==> src/rtl/dht11_responder.sv <==
// -----------------------------------------------------------------------------
// dht11_responder
// Emulates the device side of a DHT11 single-wire sensor. Waits for a host start
// pulse, then answers with the response preamble, 40 data bits (4 payload bytes
// followed by their 8-bit checksum, MSB first) and the end pulse. The bus is
// driven open-drain: the block either pulls it low or releases it.
//
// Ports
//   i_Clock          system clock
//   i_Reset          asynchronous, active-high reset
//   i_Enable         allows start detection (only looked at in IDLE)
//   i_Data[31:0]     payload {hum_int, hum_dec, temp_int, temp_dec}
//   i_Dht_Line       raw bus level from the pad
//   o_Dht_Drive_Low  1 = pull bus low, 0 = release
//   o_Busy           high from start acceptance until the end pulse is released
//   o_Done           one-cycle pulse when a frame completes
//   o_Start_Err      one-cycle pulse when a host low was too short
//   debug_state      current FSM state encoding
//
// state       | meaning
// ------------+---------------------------------------------------------------
// IDLE        | released, waiting for a falling edge with i_Enable high
// HOST_LOW    | timing the host start low (saturating at START_MIN_US)
// RESP_WAIT   | released for RESP_DELAY_US after the host lets go
// RESP_LOW    | response low phase
// RESP_HIGH   | response released phase
// BIT_LOW     | low preamble of a data bit
// BIT_HIGH    | released for a '0' or '1' duration, then shift
// END_LOW     | final low pulse, then release and report done
// -----------------------------------------------------------------------------
module dht11_responder #(
    parameter int CLK_MHZ       = 50,
    parameter int START_MIN_US  = 18000,
    parameter int RESP_DELAY_US = 30,
    parameter int RESP_LOW_US   = 80,
    parameter int RESP_HIGH_US  = 80,
    parameter int BIT_LOW_US    = 50,
    parameter int BIT0_HIGH_US  = 27,
    parameter int BIT1_HIGH_US  = 70
) (
    input  logic        i_Clock,
    input  logic        i_Reset,
    input  logic        i_Enable,
    input  logic [31:0] i_Data,
    input  logic        i_Dht_Line,
    output logic        o_Dht_Drive_Low,
    output logic        o_Busy,
    output logic        o_Done,
    output logic        o_Start_Err,
    output logic [3:0]  debug_state
);

    typedef enum logic [3:0] {
        ST_IDLE      = 4'd0,
        ST_HOST_LOW  = 4'd1,
        ST_RESP_WAIT = 4'd2,
        ST_RESP_LOW  = 4'd3,
        ST_RESP_HIGH = 4'd4,
        ST_BIT_LOW   = 4'd5,
        ST_BIT_HIGH  = 4'd6,
        ST_END_LOW   = 4'd7
    } state_t;

    localparam int PRE_W = (CLK_MHZ > 1) ? $clog2(CLK_MHZ) : 1;
    localparam int US_W  = 16;

    localparam logic [PRE_W-1:0] PRE_LAST  = PRE_W'(CLK_MHZ - 1);
    localparam logic [US_W-1:0]  START_MIN = US_W'(START_MIN_US);

    state_t            state_q, state_d;
    logic              sync1_q, sync2_q;
    logic [PRE_W-1:0]  pre_q, pre_d;
    logic [US_W-1:0]   us_q, us_d;
    logic [39:0]       shift_q, shift_d;
    logic [5:0]        bit_cnt_q, bit_cnt_d;
    logic              armed_q, armed_d;
    logic              done_q, done_d;
    logic              err_q, err_d;

    logic              line_s;
    logic              us_tick;
    logic [US_W-1:0]   phase_us;
    logic              phase_done;
    logic [7:0]        csum;

    assign line_s  = sync2_q;
    assign us_tick = (pre_q == PRE_LAST);
    assign csum    = i_Data[31:24] + i_Data[23:16] + i_Data[15:8] + i_Data[7:0];

    always_comb begin
        state_d    = state_q;
        shift_d    = shift_q;
        bit_cnt_d  = bit_cnt_q;
        armed_d    = armed_q;
        done_d     = 1'b0;
        err_d      = 1'b0;
        phase_us   = '0;
        phase_done = 1'b0;

        case (state_q)
            ST_RESP_WAIT: phase_us = US_W'(RESP_DELAY_US);
            ST_RESP_LOW:  phase_us = US_W'(RESP_LOW_US);
            ST_RESP_HIGH: phase_us = US_W'(RESP_HIGH_US);
            ST_BIT_LOW:   phase_us = US_W'(BIT_LOW_US);
            ST_BIT_HIGH:  phase_us = shift_q[39] ? US_W'(BIT1_HIGH_US) : US_W'(BIT0_HIGH_US);
            ST_END_LOW:   phase_us = US_W'(BIT_LOW_US);
            default:      phase_us = '0;
        endcase

        // Last cycle of an N-us phase: the next edge enters the next state.
        phase_done = us_tick && (us_q == phase_us - US_W'(1));

        case (state_q)
            ST_IDLE: begin
                // Only a high seen in IDLE arms detection, so a bus still low
                // after a frame (or after reset) is never taken as a start.
                if (line_s) begin
                    armed_d = 1'b1;
                end
                if (armed_q && i_Enable && !line_s) begin
                    state_d = ST_HOST_LOW;
                end
            end
            ST_HOST_LOW: begin
                if (line_s) begin
                    if (us_q >= START_MIN) begin
                        shift_d   = {i_Data, csum};
                        bit_cnt_d = '0;
                        state_d   = ST_RESP_WAIT;
                    end else begin
                        err_d   = 1'b1;
                        state_d = ST_IDLE;
                    end
                end
            end
            ST_RESP_WAIT: if (phase_done) state_d = ST_RESP_LOW;
            ST_RESP_LOW:  if (phase_done) state_d = ST_RESP_HIGH;
            ST_RESP_HIGH: if (phase_done) state_d = ST_BIT_LOW;
            ST_BIT_LOW:   if (phase_done) state_d = ST_BIT_HIGH;
            ST_BIT_HIGH: begin
                if (phase_done) begin
                    shift_d   = {shift_q[38:0], 1'b0};
                    bit_cnt_d = bit_cnt_q + 6'd1;
                    state_d   = (bit_cnt_q == 6'd39) ? ST_END_LOW : ST_BIT_LOW;
                end
            end
            ST_END_LOW: begin
                if (phase_done) begin
                    done_d  = 1'b1;
                    state_d = ST_IDLE;
                end
            end
            default: state_d = ST_IDLE;
        endcase

        if (state_d != ST_IDLE) begin
            armed_d = 1'b0;
        end
    end

    // Microsecond prescaler and phase counter restart on every state entry.
    always_comb begin
        pre_d = '0;
        us_d  = '0;
        if (state_d == state_q && state_q != ST_IDLE) begin
            pre_d = us_tick ? '0 : pre_q + PRE_W'(1);
            us_d  = us_q;
            if (us_tick && !(state_q == ST_HOST_LOW && us_q >= START_MIN)) begin
                us_d = us_q + US_W'(1);
            end
        end
    end

    always_ff @(posedge i_Clock or posedge i_Reset) begin
        if (i_Reset) begin
            state_q   <= ST_IDLE;
            sync1_q   <= 1'b1;
            sync2_q   <= 1'b1;
            pre_q     <= '0;
            us_q      <= '0;
            shift_q   <= '0;
            bit_cnt_q <= '0;
            armed_q   <= 1'b0;
            done_q    <= 1'b0;
            err_q     <= 1'b0;
        end else begin
            state_q   <= state_d;
            sync1_q   <= i_Dht_Line;
            sync2_q   <= sync1_q;
            pre_q     <= pre_d;
            us_q      <= us_d;
            shift_q   <= shift_d;
            bit_cnt_q <= bit_cnt_d;
            armed_q   <= armed_d;
            done_q    <= done_d;
            err_q     <= err_d;
        end
    end

    // Decoded straight from the state so reset releases the bus without a clock.
    assign o_Dht_Drive_Low = (state_q == ST_RESP_LOW) || (state_q == ST_BIT_LOW) ||
                             (state_q == ST_END_LOW);
    assign o_Busy          = (state_q != ST_IDLE) && (state_q != ST_HOST_LOW);
    assign o_Done          = done_q;
    assign o_Start_Err     = err_q;
    assign debug_state     = state_q;

endmodule

==> config.mk <==
export PLATFORM = sky130hd
export DESIGN_NAME = dht11_responder
export DESIGN_NICKNAME = d
export VERILOG_FILES = /design/src/rtl/dht11_responder.sv
export SDC_FILE = /design/constraint.sdc
export NUM_CORES = 1
export LEC_CHECK = 0
export ABC_AREA = 1
export ABC_CLOCK_PERIOD_IN_PS = 3700
export BUFFER_PORTS_ARGS = -buffer_cell sky130_fd_sc_hd__buf_4
export CORE_MARGIN = 8
export CORE_UTILIZATION = 54
export DETAILED_ROUTE_END_ITERATION = 8
export PLACE_DENSITY = 0.76
export SYNTH_ARGS = -nofsm -noshare
export SYNTH_HDL_FRONTEND = slang
export SYNTH_SLANG_ARGS = --single-unit
==> constraint.sdc <==
create_clock -name i_Clock -period 3.7 [get_ports i_Clock]
set_clock_uncertainty 0.2 [all_clocks]
set_input_delay 0.185 -clock i_Clock [delete_from_list [all_inputs] [get_ports i_Clock]]
set_output_delay 0.185 -clock i_Clock [all_outputs]
set_load 0.005 [all_outputs]
==> Word-level counts from Yosys, hierarchy flattened <==
Index checks and enable logic that the tools add are counted.
{ "word_totals": {"romBits": 0, "inputBits": 36, "register_bits": 77, "latch_bits": 0, "memories": 0, "ramBits": 0, "output_inout_bits": 8} }
{ "op_classes": {"n_mul": 0, "muxes": 33, "magnitude_cmp": 1, "add_sub_neg": 7, "eq_ne": 16, "n_bitwise": 0, "reduce_logical": 21, "shift": 0, "div": 0} }
{ "ops": {"columns": ["op", "count"], "rows": [
  ["2-to-1 mux 40 bit", 3],
  ["case mux 40 bit (2 select lines)", 1],
  ["2-to-1 mux 16 bit", 2],
  ["2-to-1 mux 4 bit", 8],
  ["case mux 4 bit (8 select lines)", 1],
  ["2-to-1 mux 6 bit", 5],
  ["case mux 7 bit (4 select lines)", 1],
  ["adder 8 bit", 3],
  ["adder 16 x 1 -> 16 bit (second input constant)", 1],
  ["== test 16 bit", 1],
  ["== test 4 x 3 -> 1 bit (second input constant)", 4],
  ["greater-or-equal comparator 16 x 15 -> 1 bit (second input constant)", 1],
  ["subtractor 16 x 1 -> 16 bit (second input constant)", 1],
  ["adder 6 x 1 -> 6 bit (second input constant)", 2],
  ["== test 6 bit (second input constant)", 2],
  ["case mux 6 bit (2 select lines)", 1],
  ["== test 4 x 2 -> 1 bit (second input constant)", 2],
  ["2-to-1 mux 1 bit", 8],
  ["nonzero test 4 bit", 2],
  ["logical AND 1 bit", 7],
  ["2-to-1 mux 7 bit", 1],
  ["inequality test 2 bit (second input constant)", 3],
  ["nonzero test 2 bit", 3],
  ["== test 4 x 1 -> 1 bit (second input constant)", 1],
  ["other kinds (10)", 14]
]} }

==> Logic depth before layout (Yosys ltp) <==
{ "logic_depth": {"depth_word": 11, "ltp_mapped": 25, "depth_no_buf": 23} }

==> Worst setup path before layout <==
Ideal clock, no wire load.
{ "synth_path": {"path_type": "reg-to-reg", "startpoint": "register state_q[0] (netlist: debug_state[0])", "endpoint": "register bit_cnt_q[4]", "setup_slack_ns": 0.165, "arrival_time_ns": 3.210, "path_stages_with_launch": 23, "n_path_buf": 3, "path_cell_list": "dfrtp_1 > inv_1 > nand2_1 > nor2_1 > clkbuf_1 > inv_1 > clkbuf_1 > o22ai_1 > a21oi_1 > ha_1 > nand2_1 > inv_1 > nor2_1 > nand3_1 > nor2_1 > nand3_1 > nor2_1 > nand3_2 > nor2_4 > nand2_1 > nand2_2 > buf_6 > mux2_2"} }
{ "synth_between": {"elab_chain_cells": 8} }
{ "synth_rtl": {"columns": ["item", "line", "source"], "rows": [
  ["start, declared", "70", "state_t state_q, state_d;"],
  ["start signal, assigned", "187", "state_q <= state_d;"],
  ["== test 4 x 3 -> 1 bit / == test 4 x 2 -> 1 bit (equally long branches)", "100", "case (state_q)"],
  ["OR reduction 2 bit (no line)", null, null],
  ["case mux 7 bit (4 select lines)", "100", null],
  ["subtractor 16 x 1 -> 16 bit", "111", "phase_done = us_tick && (us_q == phase_us - US_W'(1));"],
  ["== test 16 bit", "111", null],
  ["logical AND 1 bit", "111", null],
  ["inequality test 2 bit (no line)", null, null],
  ["AND reduction 4 bit (no line)", null, null],
  ["end signal, assigned", "193", "bit_cnt_q <= bit_cnt_d;"],
  ["end, declared", "75", "logic [5:0] bit_cnt_q, bit_cnt_d;"]
]} }
Parallel ways exist; a longest one is shown, timed or not.
A chain may end at the register's enable or synchronous reset.

==> Worst setup path after layout <==
{ "layout_path": {"startpoint": "register state_q[2] (netlist: debug_state[2])", "endpoint": "register bit_cnt_q[4]"} }
The elaborated chain is that of the path after synthesis.

==> summary.md <==
| Metric | Value |
|---|---|
| CP Capture Type | `flip-flop` |
| Worst Hold End | `line_s` |
| Vias in the first global route | `4103` |
| Placed cell count | `~710` |
| Clk_lat worst skew | `0.36 ns` |
| Leak pwr | `approximately 2.7 nW` |
| Slack of the worst reg-to-reg path | `0.24 ns` |
| Final wirelength | `12650 um` |
| Crit path arrival time | `3.51 ns` |
| WL per Instance | `between 15 and 20 um` |
| Worst Reg-to-Reg Cells | `20` |
| Final-stage net count | `727` |
| Synthesized area | `~4700 um2` |
| Antenna-violating nets left | `0` |
| Yosys cell types | `33` |
| Remaining DRCs | `0` |
| Placement Rows | `34` |
| Pwr dens | `316.5 nW/um2` |
| First DRT Iteration DRCs | `291` |
| Vias per inst | `5.474` |
| CTS tree | `yes` |
| Clock transition at path regs | `approximately 0.08 ns` |
| Status | `complete, no violations` |
| CP bufs+invs | `4` |
| Port Buffers | `43` |
| Setup tns final | `0 ns` |
| Fin crit share | `93.59%` |
| Worst-Margin Slew | `around 0.71 ns` |
| Final Max Tran Viols | `0` |
| Critical Path RT | `3.75 ns` |
| Clk root buf | `clkbuf_8` |
| Met1 usage | `25.87%` |
| Cts bufs inserted | `9` |
| CP cell instances | `inv_1 -> nor2_2 -> nand3_2 -> ha_2 -> nand2_1 -> inv_1 -> ha_1 -> nand2_1 -> inv_1 -> nor2_1 -> nand3_1 -> nor2_1 -> nand3_1 -> nor2_1 -> nand3_2 -> nor2_4 -> nand2_2 -> nand2_4 -> buf_4 -> mux2_2` |
| Most common cell after layout, fill and taps aside | `nand2_1` |
| Slowest cell on the critical path | `dfrtp_2` |
| Via count | `roughly 4300` |
| Most frequent cells in the layout | `108 x nand2_1, 84 x inv_1, 71 x dfrtp_1` |
| Reg2reg start | `debug_state[2]` |
| Pin count of the biggest net entering global routing | `75` |
| Full die area | `12010 um2` |
| Critical path launch point type | `flip-flop` |
| Synthesized flop and latch total | `77` |
| Min-Delay Path Class | `flip-flop to flip-flop` |
| Crit-path leading delay family | `simple AND/OR/NAND/NOR gates` |
| TritonRoute pass-1 iters | `4` |
| HP Start | `sync1_q` |
| Filler cells | `679` |
| Setup CP Type | `flip-flop to flip-flop` |
| Min cycle time layout | `3.463 ns` |
| Layout cells sized above 1 | `17.07%` |
| Cell count after synthesis | `574` |
| Initial Util | `55.04%` |
| H-Tree Level Count | `3` |
| FF-to-FF End | `bit_cnt_q[4]` |
| Synth Area per Inst | `around 8.2 um2` |
| Gr busiest metal | `met2` |
| Grt ovf | `0` |
| Grt met3 use | `3.458%` |
| Hold Worst Slack | `roughly 0.16 ns` |
| Fin. Hold Viols | `0` |
| Antenna violations before repair | `1` |
| Worst Path Max Fanout | `8` |
| Met2 GRT Util | `32.95%` |
| Gr usage total | `20.37%` |
| # IOs | `44` |
| Worst rel slew slack | `52.89%` |
| DP Area | `about 5100 um2` |
| Die extent in y | `109.6 um` |
| Detailed placer's ending HPWL | `8048 um` |
| Post-synthesis sequential area ratio | `approximately two fifths` |
| GPL Wtd Cong | `around 0.85` |
| Max incr delay on CP | `0.45 ns` |
| Num Clock Sinks | `77` |
| Pwr Total | `between 0.0015 and 0.002 W` |
| Final setup violation count | `0` |
| Maximum vdd drop | `0.2194 mV` |
| WHS Path Cells | `0` |
| Mapped Nets | `between 600 and 700` |
| Final Cell Area | `5899 um2` |
| First-pass GRT wire length | `approximately 19000 um` |
| Finished Layout Cells | `around 780` |
| Max-capacitance violation count | `0` |
| Area Overhead vs Synth | `24.74%` |
| Width of the die | `109.6 um` |
| Clk buf depth | `2` |
| FMAX | `0.2888 GHz` |
| Core Box Area | `8593 um2` |
| Synth warn | `0` |
[registers in the layout, indices dropped and copies added, names as in the netlist]
name	count
bit_cnt_q	6
sync1_q	1
us_q	16
debug_state	4
pre_q	6
o_Done	1
armed_q	1
shift_q	40
line_s	1
o_Start_Err	1
[worst reg2reg max path: cells and delay by family, from the launching register on]
family                   cells  cell delay [ns]
flip-flops                   1             0.45
AND/OR/NAND/NOR             13             1.52
buffers and inverters        4             0.34
adder cells (fa/ha/maj)      2             0.54
multiplexers                 1             0.32
[metrics by stage]
step / utilization (%) / worst slack (ns)
detailed placement: 59.92 / 0.03821
CTS: 66.29 / 0.01266
global placement: 59.92 / 0.1826
floorplan: - / 0.1650
global route: 68.65 / -0.04502
finish: 68.65 / 0.2372
[layer usage]
layer | vias to the layer above | part of all wire [%]
met5 | - | 0
met4 | 0 | 2.7
met3 | 32 | 5.2
met2 | 148 | 48
met1 | 2036 | 44
li1 | 2037 | -
[layout make-up]
class | instances | area [um2] | area share, %
sequential | 77 | 1934 | 32.79
multi-input combinational | 391 | 2405 | 40.76
antenna | 1 | 2.502 | 0.04242
timing repair buffer | 97 | 885.9 | 15.02
inverter | 87 | 329.1 | 5.578
clock buffer | 10 | 137.6 | 2.333
tap | 108 | 135.1 | 2.291
clock inverter | 6 | 70.07 | 1.188
[Yosys cell counts (all sizes together)]
cell type / number / area, um2
o211ai: 37 / 277.8
buf: 7 / 78.83
or2: 5 / 31.28
a21oi: 12 / 60.06
mux2: 1 / 11.26
o22ai: 4 / 25.02
o21ai: 52 / 260.2
nand3b: 1 / 7.510
ha: 14 / 175.2
dfrtp: 75 / 1877
fa: 14 / 280.3
xor2: 19 / 166.4
nor2: 55 / 221.5
nand4: 9 / 56.30
xnor2: 8 / 70.07
a211oi: 1 / 7.510
nor4: 1 / 6.260
xor3: 1 / 27.53
dfstp: 2 / 52.55
o21bai: 2 / 18.77
conb: 1 / 3.750
clkbuf: 14 / 52.55
nand2: 114 / 432.9
inv: 87 / 326.6
nor3: 9 / 45.04
nor3b: 1 / 7.510
nand3: 28 / 150.1
[report_power, final]
part | internal (W) | switching, W | total, W
combinational | 0.000158 | 0.000179 | 0.000337
sequential | 0.000848 | 0.00000679 | 0.000855
clock | 0.000333 | 0.000342 | 0.000675
total | 0.00134 | 0.000528 | 0.00187
[timing repair]
action                                  CTS  global route
hold endpoints to repair                 54             0
endpoints found under the setup margin    0            66
gates resized for setup                   0            19
buffers inserted                          0            10
hold buffers                             34             0
[kinds of logic (layout without fill, tap and decap cells)]
family | after synthesis | count (layout) | synth area share (%)
AO/OA/AOI/OAI | 108 | 108 | 13.73
XOR/XNOR | 28 | 28 | 5.582
adder cells (fa/ha/maj) | 28 | 28 | 9.630
buffers and inverters | 108 | 200 | 9.683
flip-flops | 77 | 77 | 40.79
multiplexers | 1 | 1 | 0.2381
other | 1 | 2 | 0.07929
AND/OR/NAND/NOR | 223 | 225 | 20.26
[how the worst max path moves through the flow]
stage | from | end | slack, ns | cells past startpoint
after global routing | debug_state[2] | bit_cnt_q[4] | -0.05 | 20
after detailed placement | debug_state[3] | pre_q[3] | 0.04 | 23
after floorplan | debug_state[0] | bit_cnt_q[4] | 0.16 | 22
after CTS | debug_state[3] | pre_q[3] | 0.01 | 23
after global placement | debug_state[3] | us_q[10] | 0.18 | 22
final | debug_state[2] | bit_cnt_q[4] | 0.24 | 20
Power figures use the tool's default switching activity.
